### src/rtl/fir_pkg.sv
// rtl/fir_pkg.sv - shared types and constants for the FIR frame sequencer
package fir_pkg;

    localparam int FIR_NTAP = 37;
    localparam int FIR_UNR  = 4;
    localparam int FIR_LAT  = 4;

    typedef enum logic [2:0] {
        IDLE,
        ARM,
        RUN,
        DRAIN,
        FINISH
    } fir_state_t;

endpackage

### src/rtl/start_sync.sv
// rtl/start_sync.sv - start request synchroniser with rising-edge detect
module start_sync (
    input  logic clk_i,
    input  logic rst_i,
    input  logic async_i,
    output logic start_pulse_o
);

    logic       sync1_q;
    logic       sync2_q;
    logic [1:0] settle_q;
    logic       prev_low_q;

    // Two-flop synchroniser; the edge detector only arms once the chain holds a
    // real sample, so a level already high across reset never reads as an edge.
    always_ff @(posedge clk_i or posedge rst_i) begin
        if (rst_i) begin
            sync1_q    <= 1'b0;
            sync2_q    <= 1'b0;
            settle_q   <= 2'b00;
            prev_low_q <= 1'b0;
        end else begin
            sync1_q    <= async_i;
            sync2_q    <= sync1_q;
            settle_q   <= {settle_q[0], 1'b1};
            prev_low_q <= settle_q[1] & ~sync2_q;
        end
    end

    assign start_pulse_o = sync2_q & prev_low_q;

endmodule

### src/rtl/fir_seq.sv
// rtl/fir_seq.sv - frame sequencer for the unrolled FIR datapath
module fir_seq
    import fir_pkg::*;
#(
    parameter int UNR  = FIR_UNR,
    parameter int LAT  = FIR_LAT,
    parameter int LENW = 32
) (
    input  logic            CLK,
    input  logic            RST,
    input  logic            ASYNC_START,
    input  logic [LENW-1:0] DLEN,
    input  logic            COEF_SEL_REQ,
    input  logic            FIFO_VALID,
    output logic            FIFO_RD,
    output logic            EN,
    input  logic            OUT_READY,
    output logic            OUT_VALID,
    output logic            SYNC_READY,
    output logic            COEF_SEL,
    output logic            BUSY,
    output logic            DONE
);

    // Unroll factor only shapes the datapath; counting here is per word.
    if (UNR < 1 || UNR > FIR_NTAP) begin : g_unr_out_of_range
    end

    fir_state_t      state_q, state_d;
    logic [LENW-1:0] len_q;
    logic [LENW-1:0] rd_cnt_q, rd_cnt_d;
    logic [LENW-1:0] out_cnt_q, out_cnt_d;
    logic [LAT-1:0]  vsr_q, vsr_d;
    logic            coef_sel_q;
    logic            busy_q;
    logic            done_q;
    logic            start_pulse;
    logic            fifo_rd;
    logic            en;
    logic            out_take;

    start_sync u_start_sync (
        .clk_i         (CLK),
        .rst_i         (RST),
        .async_i       (ASYNC_START),
        .start_pulse_o (start_pulse)
    );

    // A word leaves the pipeline only when it advances; a word parked at the
    // output during an input bubble is therefore counted once.
    assign out_take  = vsr_q[LAT-1] & en;
    assign rd_cnt_d  = fifo_rd  ? rd_cnt_q + LENW'(1)  : rd_cnt_q;
    assign out_cnt_d = out_take ? out_cnt_q + LENW'(1) : out_cnt_q;
    assign vsr_d     = en ? {vsr_q[LAT-2:0], fifo_rd} : vsr_q;

    // Next state plus pop/advance strobes; OUT_READY low freezes everything.
    always_comb begin
        state_d = state_q;
        fifo_rd = 1'b0;
        en      = 1'b0;
        case (state_q)
            IDLE: begin
                if (start_pulse) state_d = ARM;
            end
            ARM: begin
                state_d = (DLEN == '0) ? FINISH : RUN;
            end
            RUN: begin
                fifo_rd = FIFO_VALID & OUT_READY;
                en      = fifo_rd;
                if (fifo_rd && rd_cnt_d == len_q) state_d = DRAIN;
            end
            DRAIN: begin
                en = OUT_READY & (|vsr_q);
                if (out_cnt_d == len_q) state_d = FINISH;
            end
            FINISH: begin
                state_d = IDLE;
            end
            default: begin
                state_d = IDLE;
            end
        endcase
    end

    // State, counters, valid shift register and registered status outputs.
    always_ff @(posedge CLK or posedge RST) begin
        if (RST) begin
            state_q    <= IDLE;
            len_q      <= '0;
            rd_cnt_q   <= '0;
            out_cnt_q  <= '0;
            vsr_q      <= '0;
            coef_sel_q <= 1'b0;
            busy_q     <= 1'b0;
            done_q     <= 1'b0;
        end else begin
            state_q <= state_d;
            busy_q  <= (state_d != IDLE);
            done_q  <= (state_d == FINISH);
            if (state_q == ARM) begin
                len_q      <= DLEN;
                rd_cnt_q   <= '0;
                out_cnt_q  <= '0;
                vsr_q      <= '0;
                coef_sel_q <= COEF_SEL_REQ;
            end else begin
                rd_cnt_q  <= rd_cnt_d;
                out_cnt_q <= out_cnt_d;
                vsr_q     <= vsr_d;
            end
        end
    end

    assign FIFO_RD    = fifo_rd;
    assign EN         = en;
    assign OUT_VALID  = vsr_q[LAT-1];
    assign SYNC_READY = (state_q == RUN);
    assign COEF_SEL   = coef_sel_q;
    assign BUSY       = busy_q;
    assign DONE       = done_q;

endmodule

### config.mk
export PLATFORM = sky130hd
export DESIGN_NAME = fir_seq
export DESIGN_NICKNAME = d
export VERILOG_FILES = /design/src/rtl/fir_pkg.sv /design/src/rtl/start_sync.sv /design/src/rtl/fir_seq.sv
export SDC_FILE = /design/constraint.sdc
export NUM_CORES = 1
export LEC_CHECK = 0
export CAP_MARGIN = 20
export CORE_MARGIN = 3
export CORE_UTILIZATION = 54
export DETAILED_ROUTE_END_ITERATION = 7
export PLACE_DENSITY = 0.77
export SYNTH_ARGS = -nofsm -noshare
export SYNTH_HDL_FRONTEND = slang
export SYNTH_SLANG_ARGS = --single-unit
### constraint.sdc
create_clock -name CLK -period 3.4 [get_ports CLK]
set_input_delay 0.51 -clock CLK [delete_from_list [all_inputs] [get_ports CLK]]
set_output_delay 0.51 -clock CLK [all_outputs]
set_load 0.02 [all_outputs]
==> summary.txt, run 1 <==
Outcome
  – Status: finished clean

GRT
  – Total track usage: roughly 30%
  – Met3 Usage GRT: 6.22%
  – Global route total overflow: 0
  – GR met1 Demand/Resource: 44.2%
  – M2 GR Usage: between 40% and 50%
  – First-pass GRT wire length: ~32000 microns
  – Global route hottest layer: met2
  – Largest net degree at the start of global routing: 88
  – Number of global-route vias before repair: 5693
  – Initial antenna violation count: 0

Placed design
  – Port bufs: 44
  – Placed Instances: 946
  – Gpl congestion: between 0.9 and 1
  – Hpwl dp: roughly 15000 microns

Setup path
  – WP data arrival: 3.54 ns
  – CP Capture Type: flop
  – Worst setup path startpoint: OUT_READY
  – Setup CP Type: input port to flop
  – Critical Path Fanout Max: 22
  – WP data required: 3.68 ns
  – Startpoint types: input port
  – Critical R2R Launch: out_cnt_q[5]

Yosys
  – Mapped cell area: 0.00669 sq mm
  – Synth area leaders: dfrtp_1, xnor2_1, xor2_1
  – Register area share after synthesis: roughly two fifths
  – Cell count after synthesis: 698
  – Syn. warnings: 0
  – Mean Syn Cell Area: approximately 9.6 sq um
  – Synth area leader: dfrtp_1
  – Post-synth top flop: dfrtp_1
  – Ys async rst share: 100%
  – Yosys reg bits: 111
  – EDFF count, synth: 0
  – Mapped Nets: 738
  – Yosys cell types: 67
  – Yosys top cell area share: 41.5%

Cells and area
  – Final std cells w/o fill: 962
  – Register Area: around 0.0028 sq mm
  – Antenna diodes: 0
  – Final Net Count: a little over 800
  – Multi-input logic area: 0.00379 sq mm
  – Fillers: 978
  – Share of layout cells above drive strength 1: 18.3%
  – Area grow syn2layout: 21.0%

Power
  – Total Power: 3.18 mW
  – Lkg Pwr: 3.28 nW
  – Pint: 2.24 mW
  – Switching share of power: ~30%
  – Max VDD drop: 0.360 mV
  – PD cells: a little under 400 mW/mm^2
  – Psw: around 0.95 mW
  – Sequential power share: 48.7%
  – Logic pwr share: 16.5%
  – Clk pwr share: 34.8%

Timing
  – Hold Vio Cnt, Final: 0
  – RSZ-0062 raised after global routing: false
  – Setup TNS: 0 ns
  – Worst-Margin Slew: 0.735 ns
  – Worst clock skew: between 0.01 and 0.015 ns
  – Tcrit/Tclk final: between 90 and 100%
  – Max_slew headroom: 50.5%
  – Fmax: 0.307 GHz
  – Slew Limit Fails: 0
  – Final min period: 3.26 ns
  – # setup viols final: 0

Routing
  – WL per Instance: between 20 and 25 microns
  – DRC Markers: 0
  – Total wire length: 20100 microns
  – Via density: 6.17
  – Initial DRC count: 737
  – Routed vias: 5940
  – DRT Pass-1 Iters: 5
  – Final ANT Viol Nets: 0

Clock tree
  – CTS tree: built
  – Reg clk slew, reported paths: 0.07 ns
  – Clk buf depth: 2
  – Clk sinks: roughly 110
  – Cts hold-fix bufs: 0
  – Root buf cell: clkbuf_16
  – Clock Latency Late Sink: 0.36 ns
  – H-tree level count: 3
  – CTS buffer count: 9

Floorplan
  – Starting Density: 55.4%
  – Die ar.: 0.0138 sq mm
  – # rows: 40
  – Die height: 117 microns
  – Die Wd: ~120 microns
  – I/O pin cnt: 45
  – Core Box Area: 0.0121 sq mm

Run
  – MaxCap Viol Count: 0

Hold path
  – Hold_sp: u_start_sync.settle_q[0]
  – Hold Path Class: flop to flop
-- cells by family after synthesis --
logic type                 Yosys count  share of synthesized area, %
and+or+nand+nor                    320                          26.2
DFF                                111                          41.5
xor gates and xnor gates           107                          14.7
AOI/OAI and AO/OA                   73                          7.69
buffers and inverters               43                          2.71
muxes                               41                          6.77
adders and majority gates            2                         0.374
other                                1                        0.0561
-- stage by stage --
| step | area [sq um] | hold slack (ns) | util [%] | worst slack (ns) |
|---|---|---|---|---|
| after floorplan | 6690 | 0.331 | - | 0.350 |
| after global placement | 7730 | 0.337 | 64.1 | -0.347 |
| after detailed placement | 7730 | 0.345 | 64.1 | -0.334 |
| after CTS | 8030 | 0.362 | 66.6 | 0.0256 |
| after global routing | 8090 | 0.364 | 67.1 | 0.00342 |
| final | 8090 | 0.360 | 67.1 | 0.144 |
-- cell usage after synthesis, types with 2 or more instances --
cell / number
xnor2_1: 60
nor2_1: 86
nand3_1: 43
nor4_2: 3
a211oi_1: 5
nand3b_1: 5
o21ai_0: 14
or3_1: 4
and4_1: 6
o2111ai_1: 5
mux2_2: 34
a31oi_1: 5
nand2b_1: 6
xor2_1: 44
o22ai_1: 5
ha_1: 2
nor3_1: 18
nor2b_1: 12
clkbuf_1: 26
and2_1: 2
inv_1: 12
nor4_1: 32
buf_6: 2
xnor3_1: 2
nand4_1: 27
o32ai_1: 3
or4_1: 3
o31ai_1: 2
o211ai_1: 2
a21oi_1: 13
dfrtp_1: 111
nor3b_1: 4
o21bai_1: 3
o221ai_1: 2
nor4_4: 3
or2_2: 4
mux2i_1: 7
and3_1: 10
nand2_1: 43
-- cells in the final DEF (no fill, tap or decap), types with 5 or more instances in the layout --
master           synthesis  routed
nor4_1                  32      29
a21oi_1                 13      13
mux2_2                  34      34
dfrtp_1                111     111
nor3_1                  18      17
and4_1                   6       6
buf_4                    1      65
nand2_1                 43      43
clkdlybuf4s50_1          0      44
o21ai_0                 14      13
xnor2_1                 60      60
nand3_1                 43      43
nand4_1                 27      27
nor2_1                  86      85
o22ai_1                  5       5
nand3b_1                 5       5
a31oi_1                  5       5
inv_1                   12      11
nor2b_1                 12      12
nor4_4                   3       5
a211oi_1                 5       5
and3_1                  10      10
xor2_1                  44      43
clkbuf_16                0       9
o2111ai_1                5       5
nand2b_1                 6       6
mux2i_1                  7       7
-- flip-flops by register name (all words and copies together), names as in the netlist --
signal	flops
BUSY	1
vsr_q	4
out_cnt_q	32
u_start_sync.sync1_q	1
len_q	32
u_start_sync.prev_low_q	1
COEF_SEL	1
rd_cnt_q	32
u_start_sync.sync2_q	1
u_start_sync.settle_q	2
state_q	3
DONE	1
-- layout make-up --
type	count	share of cell area, %
Sequential cell	111	34.3
Clock buffer	9	2.78
Timing Repair Buffer	111	11.9
Tap cell	168	2.60
Inverter	12	0.603
Clock inverter	7	0.989
Multi-Input combinational cell	544	46.8
-- routing by layer --
layer  vias to the layer above  share of wire [%]
met5                         -                  0
met3                        33                7.9
met1                      2944                 45
met4                         0                2.4
li1                       2703                  -
met2                       260                 45
-- what timing repair did --
action,in CTS,in global routing
gates resized for setup,0,11
endpoints found under the setup margin,0,4
setup buffers,0,0
-- worst max-delay path, stage by stage --
cell and delay, ns:
clkdlybuf4s50_1 0.55, nand3b_4 0.11, buf_6 0.20, or3_1 0.44, or4_4 0.52, o21ai_0 0.29
o2111ai_1 0.19, nor4_2 0.20, nand4_1 0.21, o21ai_2 0.20, o21bai_1 0.13
-- path summary, 6_finish.rpt --
kind                                       endpoint  slack [ns]  cells after the start
max                                      state_q[0]        0.14                     11
min                        u_start_sync.settle_q[1]        0.36                      0
max reg2reg                                    DONE        0.22                      9
min reg2reg                u_start_sync.settle_q[1]        0.36                      0
max in group asynchronous                state_q[0]        2.00                      3
min in group asynchronous             out_cnt_q[16]        0.56                      2
-- power groups by stage --
stage                     logic [mW]  clock network [mW]  registers, mW
after floorplan                0.360                   0           1.51
after global placement         0.493                   0           1.56
after detailed placement       0.511                   0           1.57
after CTS                      0.515                1.13           1.55
after global routing           0.583                1.18           1.56
final                          0.525                1.11           1.55
Power figures use the tool's default switching activity.
==> inputs of run 2 (changes only) <==
- CTS_CLUSTER_DIAMETER: unset -> 100
- TNS_END_PERCENT: unset -> 100
==> results of run 2 <==
The final DEF is identical to that of run 1; final timing and power are the same.
